File: src/rtl/aes_round_sequencer.sv
// aes_round_sequencer: control FSM for an iterative AES datapath and its
// round-key expander. It holds no data. It steps through the FIPS-197 order
// one datapath operation per cycle and handshakes for each round key.
// The optional inverse cipher is built only when the macro AES_DEC_EN is
// defined. Without it, decrypt=1 at start is rejected with an err pulse.
module aes_round_sequencer #(
  parameter int KEY_TIMEOUT = 255,  // 0 disables the key_ack timeout
  parameter int TW          = 8
) (
  input  logic       clk,
  input  logic       reset,
  input  logic       start,
  input  logic [1:0] key_len,
  input  logic       decrypt,
  input  logic       abort,
  input  logic       key_ack,
  output logic       key_req,
  output logic [3:0] key_round,
  output logic       op_valid,
  output logic [2:0] op_sel,
  output logic [3:0] round,
  output logic       busy,
  output logic       done,
  output logic       err
);

  localparam logic [3:0] S_IDLE   = 4'd0;
  localparam logic [3:0] S_KEY    = 4'd1;
  localparam logic [3:0] S_ARK    = 4'd2;
  localparam logic [3:0] S_SUB    = 4'd3;
  localparam logic [3:0] S_SHIFT  = 4'd4;
  localparam logic [3:0] S_MIX    = 4'd5;
  localparam logic [3:0] S_DONE   = 4'd6;
`ifdef AES_DEC_EN
  localparam logic [3:0] S_ISUB   = 4'd7;
  localparam logic [3:0] S_ISHIFT = 4'd8;
  localparam logic [3:0] S_IMIX   = 4'd9;
`endif

  localparam logic [2:0] OP_NOP    = 3'd0;
  localparam logic [2:0] OP_ARK    = 3'd1;
  localparam logic [2:0] OP_SUB    = 3'd2;
  localparam logic [2:0] OP_SHIFT  = 3'd3;
  localparam logic [2:0] OP_MIX    = 3'd4;
`ifdef AES_DEC_EN
  localparam logic [2:0] OP_ISUB   = 3'd5;
  localparam logic [2:0] OP_ISHIFT = 3'd6;
  localparam logic [2:0] OP_IMIX   = 3'd7;
`endif

  // Last counter value before the timeout fires (only used if KEY_TIMEOUT!=0)
  localparam logic [TW-1:0] TO_LAST = TW'(KEY_TIMEOUT - 1);

  logic [3:0]    state_q, state_d;
  logic [3:0]    round_q, round_d;
  logic [3:0]    nr_q, nr_d;
  logic [TW-1:0] tmo_q, tmo_d;
`ifdef AES_DEC_EN
  logic          dec_q, dec_d;
`endif
  logic          key_req_q, key_req_d;
  logic [3:0]    key_round_q, key_round_d;
  logic          op_valid_q, op_valid_d;
  logic [2:0]    op_sel_q, op_sel_d;
  logic          busy_q, busy_d;
  logic          done_q, done_d;
  logic          err_q, err_d;

  logic          legal_start;
  logic [3:0]    nr_sel;

  // Decode the requested key size and decide whether a start is acceptable
  always_comb begin
    case (key_len)
      2'd0:    nr_sel = 4'd10;
      2'd1:    nr_sel = 4'd12;
      default: nr_sel = 4'd14;
    endcase
`ifdef AES_DEC_EN
    legal_start = (key_len != 2'd3);
`else
    legal_start = (key_len != 2'd3) && !decrypt;
`endif
  end

  // Next-state, round counter and key-wait timeout
  always_comb begin
    state_d = state_q;
    round_d = round_q;
    nr_d    = nr_q;
    tmo_d   = tmo_q;
    err_d   = 1'b0;
`ifdef AES_DEC_EN
    dec_d   = dec_q;
`endif
    case (state_q)
      S_IDLE: begin
        if (start && !abort) begin
          if (legal_start) begin
            nr_d    = nr_sel;
            round_d = 4'd0;
`ifdef AES_DEC_EN
            dec_d   = decrypt;
            if (decrypt) round_d = nr_sel;
`endif
            state_d = S_KEY;
          end else begin
            err_d = 1'b1;
          end
        end
      end
      S_KEY: begin
        if (key_ack) begin
          state_d = S_ARK;
        end else if (KEY_TIMEOUT != 0 && tmo_q == TO_LAST) begin
          err_d   = 1'b1;
          state_d = S_IDLE;
        end else begin
          tmo_d = tmo_q + TW'(1);
        end
      end
      S_ARK: begin
`ifdef AES_DEC_EN
        if (dec_q) begin
          // Initial whitening goes straight into the first inverse round;
          // later rounds pass through INV_MIX, which steps the round down.
          if (round_q == 4'd0) begin
            state_d = S_DONE;
          end else if (round_q == nr_q) begin
            round_d = round_q - 4'd1;
            state_d = S_ISHIFT;
          end else begin
            state_d = S_IMIX;
          end
        end else
`endif
        if (round_q == nr_q) begin
          state_d = S_DONE;
        end else begin
          round_d = round_q + 4'd1;
          state_d = S_SUB;
        end
      end
      S_SUB:   state_d = S_SHIFT;
      // The final round skips MixColumns
      S_SHIFT: state_d = (round_q == nr_q) ? S_KEY : S_MIX;
      S_MIX:   state_d = S_KEY;
`ifdef AES_DEC_EN
      S_ISHIFT: state_d = S_ISUB;
      S_ISUB:   state_d = S_KEY;
      S_IMIX: begin
        round_d = round_q - 4'd1;
        state_d = S_ISHIFT;
      end
`endif
      S_DONE:  state_d = S_IDLE;
      default: state_d = S_IDLE;
    endcase

    // abort overrides everything once an operation is running
    if (abort && state_q != S_IDLE) begin
      state_d = S_IDLE;
      err_d   = 1'b0;
    end
    if (state_d == S_IDLE) round_d = 4'd0;
    if (state_d == S_KEY && state_q != S_KEY) tmo_d = '0;
  end

  // Outputs are registered, decoded from the state being entered
  always_comb begin
    key_req_d   = (state_d == S_KEY);
    key_round_d = (state_d == S_KEY) ? round_d : 4'd0;
    busy_d      = (state_d != S_IDLE);
    done_d      = (state_d == S_DONE);
    op_valid_d  = 1'b1;
    case (state_d)
      S_ARK:    op_sel_d = OP_ARK;
      S_SUB:    op_sel_d = OP_SUB;
      S_SHIFT:  op_sel_d = OP_SHIFT;
      S_MIX:    op_sel_d = OP_MIX;
`ifdef AES_DEC_EN
      S_ISUB:   op_sel_d = OP_ISUB;
      S_ISHIFT: op_sel_d = OP_ISHIFT;
      S_IMIX:   op_sel_d = OP_IMIX;
`endif
      default: begin
        op_sel_d   = OP_NOP;
        op_valid_d = 1'b0;
      end
    endcase
  end

  // State and output registers with synchronous reset
  always_ff @(posedge clk) begin
    if (reset) begin
      state_q     <= S_IDLE;
      round_q     <= 4'd0;
      nr_q        <= 4'd0;
      tmo_q       <= '0;
`ifdef AES_DEC_EN
      dec_q       <= 1'b0;
`endif
      key_req_q   <= 1'b0;
      key_round_q <= 4'd0;
      op_valid_q  <= 1'b0;
      op_sel_q    <= 3'd0;
      busy_q      <= 1'b0;
      done_q      <= 1'b0;
      err_q       <= 1'b0;
    end else begin
      state_q     <= state_d;
      round_q     <= round_d;
      nr_q        <= nr_d;
      tmo_q       <= tmo_d;
`ifdef AES_DEC_EN
      dec_q       <= dec_d;
`endif
      key_req_q   <= key_req_d;
      key_round_q <= key_round_d;
      op_valid_q  <= op_valid_d;
      op_sel_q    <= op_sel_d;
      busy_q      <= busy_d;
      done_q      <= done_d;
      err_q       <= err_d;
    end
  end

  assign key_req   = key_req_q;
  assign key_round = key_round_q;
  assign op_valid  = op_valid_q;
  assign op_sel    = op_sel_q;
  assign round     = round_q;
  assign busy      = busy_q;
  assign done      = done_q;
  assign err       = err_q;

endmodule

File: config.mk
export PLATFORM = sky130hd
export DESIGN_NAME = aes_round_sequencer
export DESIGN_NICKNAME = d
export VERILOG_FILES = /design/src/rtl/aes_round_sequencer.sv
export SDC_FILE = /design/constraint.sdc
export NUM_CORES = 1
export LEC_CHECK = 0
export BUFFER_PORTS_ARGS = -buffer_cell sky130_fd_sc_hd__buf_2
export CORE_AREA = 2 2 60 62
export CTS_CLUSTER_DIAMETER = 120
export DETAILED_ROUTE_END_ITERATION = 7
export DIE_AREA = 0 0 62 64
export GPL_TIMING_DRIVEN = 1
export HOLD_SLACK_MARGIN = 0.15
export PLACE_DENSITY = 0.63
export SLEW_MARGIN = 10
export SYNTH_ARGS = -nofsm -noshare
export SYNTH_HDL_FRONTEND = slang
export SYNTH_SLANG_ARGS = --single-unit
File: constraint.sdc
create_clock -name clk -period 4.8 [get_ports clk]
set_input_delay 0.96 -clock clk [delete_from_list [all_inputs] [get_ports clk]]
set_output_delay 0.96 -clock clk [all_outputs]
set_load 0.02 [all_outputs]
Word level (Yosys, flattened, before mapping)
Cells that the tools add are included.
- $add $sub $neg: 2
- eq/ne operators: 16
- muxes and demuxes: 21
- bitwise gates (word level): 3
- reductions and logical operators: 17
- operators by type and width (kind ; count):
    $mux W4 ; 9
    $pmux W4 S6 ; 1
    $eq A4 B3 Y1 const B ; 5
    $eq A4 B2 Y1 const B ; 4
    $pmux W3 S4 ; 1
    $add A8 B1 Y8 const B ; 1
    $eq A4 B1 Y1 const B ; 2
    $eq A8 B8 Y1 const B ; 1
    $logic_not A4 Y1 ; 2
    $pmux W4 S2 ; 1
    $reduce_bool A4 Y1 ; 2
    $mux W3 ; 2
    $pmux W3 S2 ; 1
    $reduce_and A3 Y1 ; 2
    $reduce_or A2 Y1 ; 3
    $mux W1 ; 5
    $add A4 B1 Y4 const B ; 1
    $eq A4 B4 Y1 ; 1
    $logic_and A1 B1 Y1 ; 4
    $ne A4 B1 Y1 const B ; 1
    $reduce_or A4 Y1 ; 1
    $not A1 Y1 ; 3
    $eq A2 B1 Y1 const B ; 1
    $logic_not A1 Y1 ; 2
    3 further kinds ; 3
- register bits: 32
- input port bits: 8
- word-level logic and storage cells: 70

Depth between registers and ports, before layout
Gate-level depths: netlist of the first run.
- depth after elaboration: 9
- mapped depth: 8

Worst setup path before layout of the first run
OpenSTA, ideal clock, no wires.
- path type: input to register
- start: input key_len[1]
- end: register key_round_q[3], in the netlist key_round[3]
- library setup time: 74 ps
- arrival time: 2097 ps
- path slack: 2629 ps
- cell stages on the path: 5
- path buffers: 0
- cells stage by stage: a21o_1 > o41ai_4 > a211oi_2 > or3b_4 > nor3_2
- longest elaborated chain between the ends: 9
- ends and longest elaborated chain (what ; RTL line ; RTL):
    from (decl) ; 13 ; input logic [1:0] key_len,
    $ne A2 B2 Y1 (*) ; 82 ; legal_start = (key_len != 2'd3) && !decrypt;
    $logic_and A1 B1 Y1 (*) ; 82 ;
    $mux W4 ; 99 ; if (legal_start) begin
    $mux W4 ; 98 ; if (start && !abort) begin
    $pmux W4 S6 ; 96 ; case (state_q)
    $mux W4 ; 161 ; if (abort && state_q != S_IDLE) begin
    $eq A4 B1 Y1 ; 172 ; key_round_d = (state_d == S_KEY) ? round_d : 4'd0;
    $not A1 Y1 (no line) ; - ;
    $reduce_or A2 Y1 (no line) ; - ;
    to (signal assigned) ; 219 ; key_round_q <= key_round_d;
    to (decl) ; 62 ; logic [3:0] key_round_q, key_round_d;
Every way passes the cells marked *; elsewhere a longest branch is shown, timed or not.
A chain may end at the register's enable or synchronous reset.

Worst setup path after layout of the first run
- start: register state_q[0]
- end: register tmo_q[6]
- longest elaborated chain between the ends: 7
- ends and longest elaborated chain (what ; RTL line ; RTL):
    from (decl) ; 54 ; logic [3:0] state_q, state_d;
    from (signal assigned) ; 211 ; state_q <= state_d;
    $mux W4 (on tied branches) ; 115, 99 ;
    $mux W4 (on tied branches) ; 113, 98 ;
    $pmux W4 S6 ; 96 ;
    $mux W4 ; 161 ;
    $eq A4 B1 Y1 ; 166 ; if (state_d == S_KEY && state_q != S_KEY) tmo_d = '0;
    $logic_and A1 B1 Y1 ; 166 ;
    $reduce_or A2 Y1 (no line) ; - ;
    to (signal assigned) ; 214 ; tmo_q <= tmo_d;
    to (decl) ; 57 ; logic [TW-1:0] tmo_q, tmo_d;
Several ways; a longest one is shown, not always the timed one.

==> qor.txt, run 1 <==
Post-synth EDFFs: 0
Async S/R FF share, synth: 0%
Hold Fails Final Rpt: 0
CTS tree: done
Die W: 62 um
Class of the worst hold path: register to register
Number of fill cells: 329
GRT overflow: 0
P per Cell Area: 261 nW/um^2
Setup bufs post-CTS: 0
Max-cap viol count: 0
Setup violators final: 0
Psw: 0.108 mW
First-pass GRT wire length: 5.34 mm
Clock slew at reported path FFs: 100 ps
CTS Buffer Depth: 2
Sequential-to-total area share from yosys stat: 42.8%
Status: complete, no violations
Period utilization: 53.1%
Initial antenna violation count: 0
TritonCTS Buffers: 5
Initial core utilization: 44.2%
Register share of total power: 60.7%
RSZ-0062 raised after global routing: no
Non-filler instance count after layout: 224
Clk_lat worst skew: 330 ps
Storage element area: 621 um^2
Height of the die: 64 um
Post-synth cell types: 44
Max H-tree Level: 2
Synth Flop Type: dfxtp_1
Vias: 1200
Core Util, Final: 50.1%
Critical path fanouts, max: 11
Post-cts resize count: 0
Final HPWL DP: 2.24 mm
Clk pwr share: 33.4%
Switching Fraction: 25.1%
# DRC: 0
Critical Path End Type: register
Synthesized Nets: 165
Worst vdd ir: 0.152 mV
Port Buf Inserts: 23
IO Count: 24
Worst EP arrival: 2750 ps
Worst-Margin Slew: 720 ps
Internal Pwr Total: 0.322 mW
Vias in the first global route: 1157
Pleak: 0.669 nW
Hold_buf cts: 0
Multi-input logic area: 781 um^2
Antenna Cells: 0
Setup TNS: 0 ps
Drt pass-1 iters: 4
Yosys reg bits: 31
WP data required: 5000 ps
Ratio of cells with drive above 1 in the final layout: 25.3%
Gpl congestion: 0.749
Critical path class: register to register
Post-route ant nets: 0
Full die area: 3970 um^2
Area grow syn2layout: 13.5%
Gr usage total: 18.3%
Root Driver: clkbuf_4
Syn Area/Cell: 9.42 um^2
Max Clk Rate: 0.393 GHz
Routed wire length: 3.07 mm
Core area: 3280 um^2
Via density: 5.36
Tmin final: 2550 ps
Synth Instances: 154
# placed instances: 216
Ys Warns: 0
Clock Sinks: 31
Worst Skew: 7.87 ps
Largest net degree at the start of global routing: 20
Max-slew violations: 0
Layout Nets: 188
Worst setup SP type: register
Wire length per cell: 13.7 um
Rel. slew slack: 51.4%
Synth Cell Area: 1450 um^2
# rows: 21
Comb pwr share: 5.8%
DRT iter0 DRCs: 57
registers in the layout, indices dropped and copies added (netlist names):
signal	count
busy	1
done	1
err	1
key_req	1
key_round	4
nr_q	3
op_sel	3
op_valid	1
round	4
state_q	4
tmo_q	8
power groups by stage:
stage	combinational [mW]	clock (mW)	sequential [mW]
6_report	0.0250	0.144	0.261
3_5_place_dp	0.0250	0	0.267
5_1_grt	0.0277	0.166	0.261
4_1_cts	0.0251	0.153	0.261
2_1_floorplan	0.0170	0	0.266
3_3_place_gp	0.0244	0	0.267
Yosys cell counts, drive strengths merged (3+ instances only):
master  count  area share, %
nand2       7            1.8
a211oi      3            2.2
a21oi       4            1.4
and3        3            1.3
dfxtp      31             43
nor2       16            4.1
inv         5            1.3
nand2b      3            1.3
a22oi       3            1.6
nor3       17            7.2
nand4       5            2.2
ha          3            2.6
nor4        3            1.3
o21ai       3            1.0
clkbuf      3           0.78
or4         3            1.8
buf         4            1.3
xor2       10            6.0
per-stage QoR:
stage | instance area (um^2) | hold slack, ps | setup WS, ps | total power [mW]
after floorplan | 1450 | 460 | 2630 | 0.283
after global placement | 1590 | 475 | 2250 | 0.291
after detailed placement | 1590 | 488 | 2190 | 0.292
after CTS | 1650 | 502 | 2280 | 0.439
after global routing | 1650 | 543 | 2040 | 0.455
final | 1650 | 502 | 2250 | 0.429
kinds of logic after synthesis:
| group | Yosys count | share of synthesized area [%] |
|---|---|---|
| flip-flops | 31 | 42.8 |
| adder cells (fa/ha/maj) | 3 | 2.59 |
| buffers and inverters | 12 | 3.36 |
| AO/OA/AOI/OAI | 23 | 13.5 |
| multiplexers | 2 | 1.55 |
| XOR/XNOR | 11 | 6.64 |
| other | 1 | 0.259 |
| AND/OR/NAND/NOR | 71 | 29.3 |
critical path, cell delays in order (launching register included):
cell and delay (ps):
dfxtp_1 530, or4b_1 520, a211oi_2 580, a211oi_2 160, nor4b_4 520, nor3_1 100
path summary, 6_finish.rpt:
kind                          from                    end  slack (ps)  cells past startpoint
max          state_q[0]$_SDFF_PP0_  tmo_q[6]$_SDFFE_PP0P_        2250                      5
min           nr_q[1]$_SDFFE_PP0P_   nr_q[1]$_SDFFE_PP0P_         500                      2
max reg2reg  state_q[0]$_SDFF_PP0_  tmo_q[6]$_SDFFE_PP0P_        2250                      5
min reg2reg   nr_q[1]$_SDFFE_PP0P_   nr_q[1]$_SDFFE_PP0P_         500                      2
layout make-up:
type / instances / area share [%]
clock inverter: 3 / 0.913
inverter: 5 / 1.14
clock buffer: 5 / 2.28
sequential: 31 / 37.7
tap: 46 / 3.50
multi-input combinational: 111 / 47.5
timing repair buffer: 23 / 7.00
layout by cell type, fill, tap and decap left out, drive strengths merged, types with 3 or more instances in the layout:
cell type	instances
dfxtp	31
buf	23
nor3	17
nor2	16
xor2	10
nand2	7
inv	5
nand4	5
clkbuf	5
a21oi	4
nand2b	3
and3	3
o21ai	3
a22oi	3
nor4	3
ha	3
clkinv	3
or4	3
a211oi	3
routing by layer:
layer / vias to the layer above / part of all wire (%) / track usage (%)
met1: 568 / 47 / 23.6
met4: 0 / 1.0 / 6.65
li1: 602 / - / -
met5: - / 0 / 0
met2: 25 / 47 / 26.8
met3: 5 / 5.2 / 7.89
No activity file was read; power rests on OpenSTA's default activity.
==> run 2, diff against run 1 <==
ABC_AREA = 1   (was default)
CORE_AREA = 2 2 62 64   (was 2 2 60 62)
DIE_AREA = 0 0 64 66   (was 0 0 62 64)
PLACE_DENSITY = 0.64   (was 0.63)
clock period = 2.25 ns   (was 4.8 ns; I/O delays follow)
==> qor.txt, run 2 <==
Status: complete, no violations
Most common cell in the synthesized netlist: nand2_1
Async S/R FF share, synth: 0% (unchanged)
Hold Fails Final Rpt: 0 (unchanged)
Synth Area in Compound Gates: 5.51% (-8.0 points)
Vias in the first global route: 1205 (+4.1%)
Synth Flop Type: dfxtp_1
Critical Path End Type: register
Clk_lat worst skew: 330 ps (about the same)
Die W: 64 um (+3.2%)
Layout Nets: 252 (+34%)
Synth Cell Area: 1520 um^2 (+5.0%)
Vias: 1340 (+12%)
Post-synth cell types: 24 (-45%)
Synth Instances: 212 (+38%)
Period utilization: 77.3% (+24 points)
Pleak: 0.857 nW (+28%)
Initial antenna violation count: 0 (unchanged)
Worst EP arrival: 1960 ps (-790 ps)
Class of the worst hold path: primary input to register
Core area: 3550 um^2 (+8.1%)
RSZ-0062 raised after global routing: no
Drt pass-1 iters: 4 (unchanged)
Tmin final: 1740 ps (-808 ps)
CTS Buffer Depth: 2 (unchanged)
Crit path cell chain: inv_1, ha_1, inv_1, nor2_1, nand2_2, nand2_4, nand3_2, nor2_4, inv_4, nand2_4, nand3_2, nand2_1, nor2_1
Synth area leader: dfxtp_1
Adder-cell share of the synthesized area: 2.47% (-0.12 points)
Max-slew violations: 0 (unchanged)
Most frequent cells in the layout: nand2_1 (47), nor2_1 (34), dfxtp_1 (31)
Setup bufs post-CTS: 0 (unchanged)
Largest cells by area after synthesis: dfxtp_1 (41%), nand2_1 (12%), nor2_1 (8.4%)
Worst setup SP type: register
Most common cell after layout, fill and taps aside: nand2_1
Area grow syn2layout: 16.9%
Wire length per cell: 9.81 um (-28%)
Final HPWL DP: 2.15 mm (-4.1%)
DRT iter0 DRCs: 45 (-21%)
P per Cell Area: 611 nW/um^2 (+130%)
CP max stage delay: 340 ps (-240 ps)
Port Buf Inserts: 23 (unchanged)
Largest Register: tmo_q
IO Count: 24 (unchanged)
Synthesized Nets: 223 (+35%)
Initial core utilization: 42.9% (-1.3 points)
Critical path class: register to register
Routed wire length: 2.84 mm (-7.4%)
Clock slew at reported path FFs: 100 ps (about the same)
Setup TNS: 0 ps (unchanged)
Root Driver: clkbuf_4
Max H-tree Level: 2 (unchanged)
Via density: 4.62 (-14%)
# DRC: 0 (unchanged)
Syn Area/Cell: 7.18 um^2 (-24%)
Max Clk Rate: 0.575 GHz (+46%)
Critical path fanouts, max: 8 (-3)
Max-cap viol count: 0 (unchanged)
Post-synth EDFFs: 0 (unchanged)
Top cell type's share of synthesized area: 40.8% (-2.0 points)
Worst vdd ir: 0.305 mV (+100%)
Antenna Cells: 0 (unchanged)
First-pass GRT wire length: 4.95 mm (-7.4%)
TritonCTS Buffers: 5 (unchanged)
Gpl congestion: 0.740 (-1.2%)
Synth top cells by count: nand2_1 (47), nor2_1 (34), dfxtp_1 (31)
Worst Skew: 7.99 ps (+0.120 ps)
Power Total: 1.09 mW (+150%)
Post-route ant nets: 0 (unchanged)
Ratio of cells with drive above 1 in the final layout: 23.6% (-1.7 points)
Main combinational cell family by area after synthesis: simple AND/OR/NAND/NOR gates
GRT overflow: 0 (unchanged)
CTS tree: done
Post-synthesis xor/xnor area fraction: 3.45% (-3.2 points)
Post-cts resize count: 0 (unchanged)
Hold_buf cts: 0 (unchanged)
Largest net degree at the start of global routing: 15 (-25%)
Post-synthesis simple-gate area fraction: 38.5% (+9.2 points)
Full die area: 4220 um^2 (+6.5%)
Gr usage total: 15.2% (-3.2 points)
Critical path's slowest cell: dfxtp_1
Ys Warns: 0 (unchanged)
Sequential-to-total area share from yosys stat: 40.8% (-2.0 points)
Setup violators final: 0 (unchanged)
Yosys reg bits: 31 (unchanged)
Clock Sinks: 31 (unchanged)
Height of the die: 66 um (+3.1%)
Mux cell area share after synthesis: 0% (-1.6 points)
# rows: 22 (+4.8%)
WP data required: 2470 ps (-2530 ps)
Worst r2r path cells: 13 (+8)
Max reg flops: 8 (unchanged)
Worst Hold Depth: 4 (+2)
[run 2: routing by layer]
layer	vias to the layer above	part of all wire [%]	GRT usage (%)
li1	715	-	-
met1	598	45	16.1
met2	21	49	27.6
met3	6	4.0	4.77
met4	0	1.9	6.52
met5	-	0	0
[run 2: cell type report]
class | count | area, um^2
Timing Repair Buffer | 23 | 115
Clock inverter | 2 | 35.0
Sequential cell | 31 | 621
Fill cell | 344 | 1770
Multi-Input combinational cell | 145 | 764
Inverter | 35 | 134
Tap cell | 48 | 60.1
Clock buffer | 6 | 51.3
[run 2: worst paths after layout]
check	startpoint	endpoint	slack [ps]
worst max-delay path	tmo_q[0]$_SDFFE_PP0P_	round[3]$_SDFF_PP0_	510
worst min-delay path	decrypt	nr_q[1]$_SDFFE_PP0P_	400
worst max register to register	tmo_q[0]$_SDFFE_PP0P_	round[3]$_SDFF_PP0_	510
worst min register to register	nr_q[2]$_SDFFE_PP0P_	nr_q[2]$_SDFFE_PP0P_	480
[run 2: cells by family (layout without fill, tap and decap cells)]
family	count (synthesis)	in the layout
AND/OR/NAND/NOR	119	119
buffers and inverters	36	66
flip-flops	31	31
AO/OA/AOI/OAI	16	16
XOR/XNOR	6	6
adder cells (fa/ha/maj)	3	3
other	1	1
[run 2: stage by stage]
stage / utilization [%] / hold slack (ps) / cells / setup slack [ps] / cell area, um^2
after floorplan: - / 443 / 212 / 640 / 1520
after global placement: 47.7 / 464 / 282 / 512 / 1690
final: 50.1 / 404 / 290 / 512 / 1780
after detailed placement: 47.7 / 470 / 282 / 455 / 1690
after CTS: 50.1 / 391 / 290 / 487 / 1780
after global routing: 50.1 / 434 / 290 / 347 / 1780
[run 2: power by group]
| part | switching (mW) | leakage [nW] | internal [mW] | total [mW] |
|---|---|---|---|---|
| registers | 0.00408 | 0.250 | 0.555 | 0.559 |
| logic | 0.0516 | 0.559 | 0.0243 | 0.0758 |
| clock network | 0.190 | 0.0482 | 0.262 | 0.453 |
| total | 0.246 | 0.857 | 0.842 | 1.09 |
[run 2: critical path: cells and delay by family (launching register included)]
| kind | cells | cell delay, ps |
|---|---|---|
| adders and majority gates | 1 | 160 |
| and+or+nand+nor | 9 | 940 |
| DFF | 1 | 340 |
| buffers and inverters | 3 | 200 |
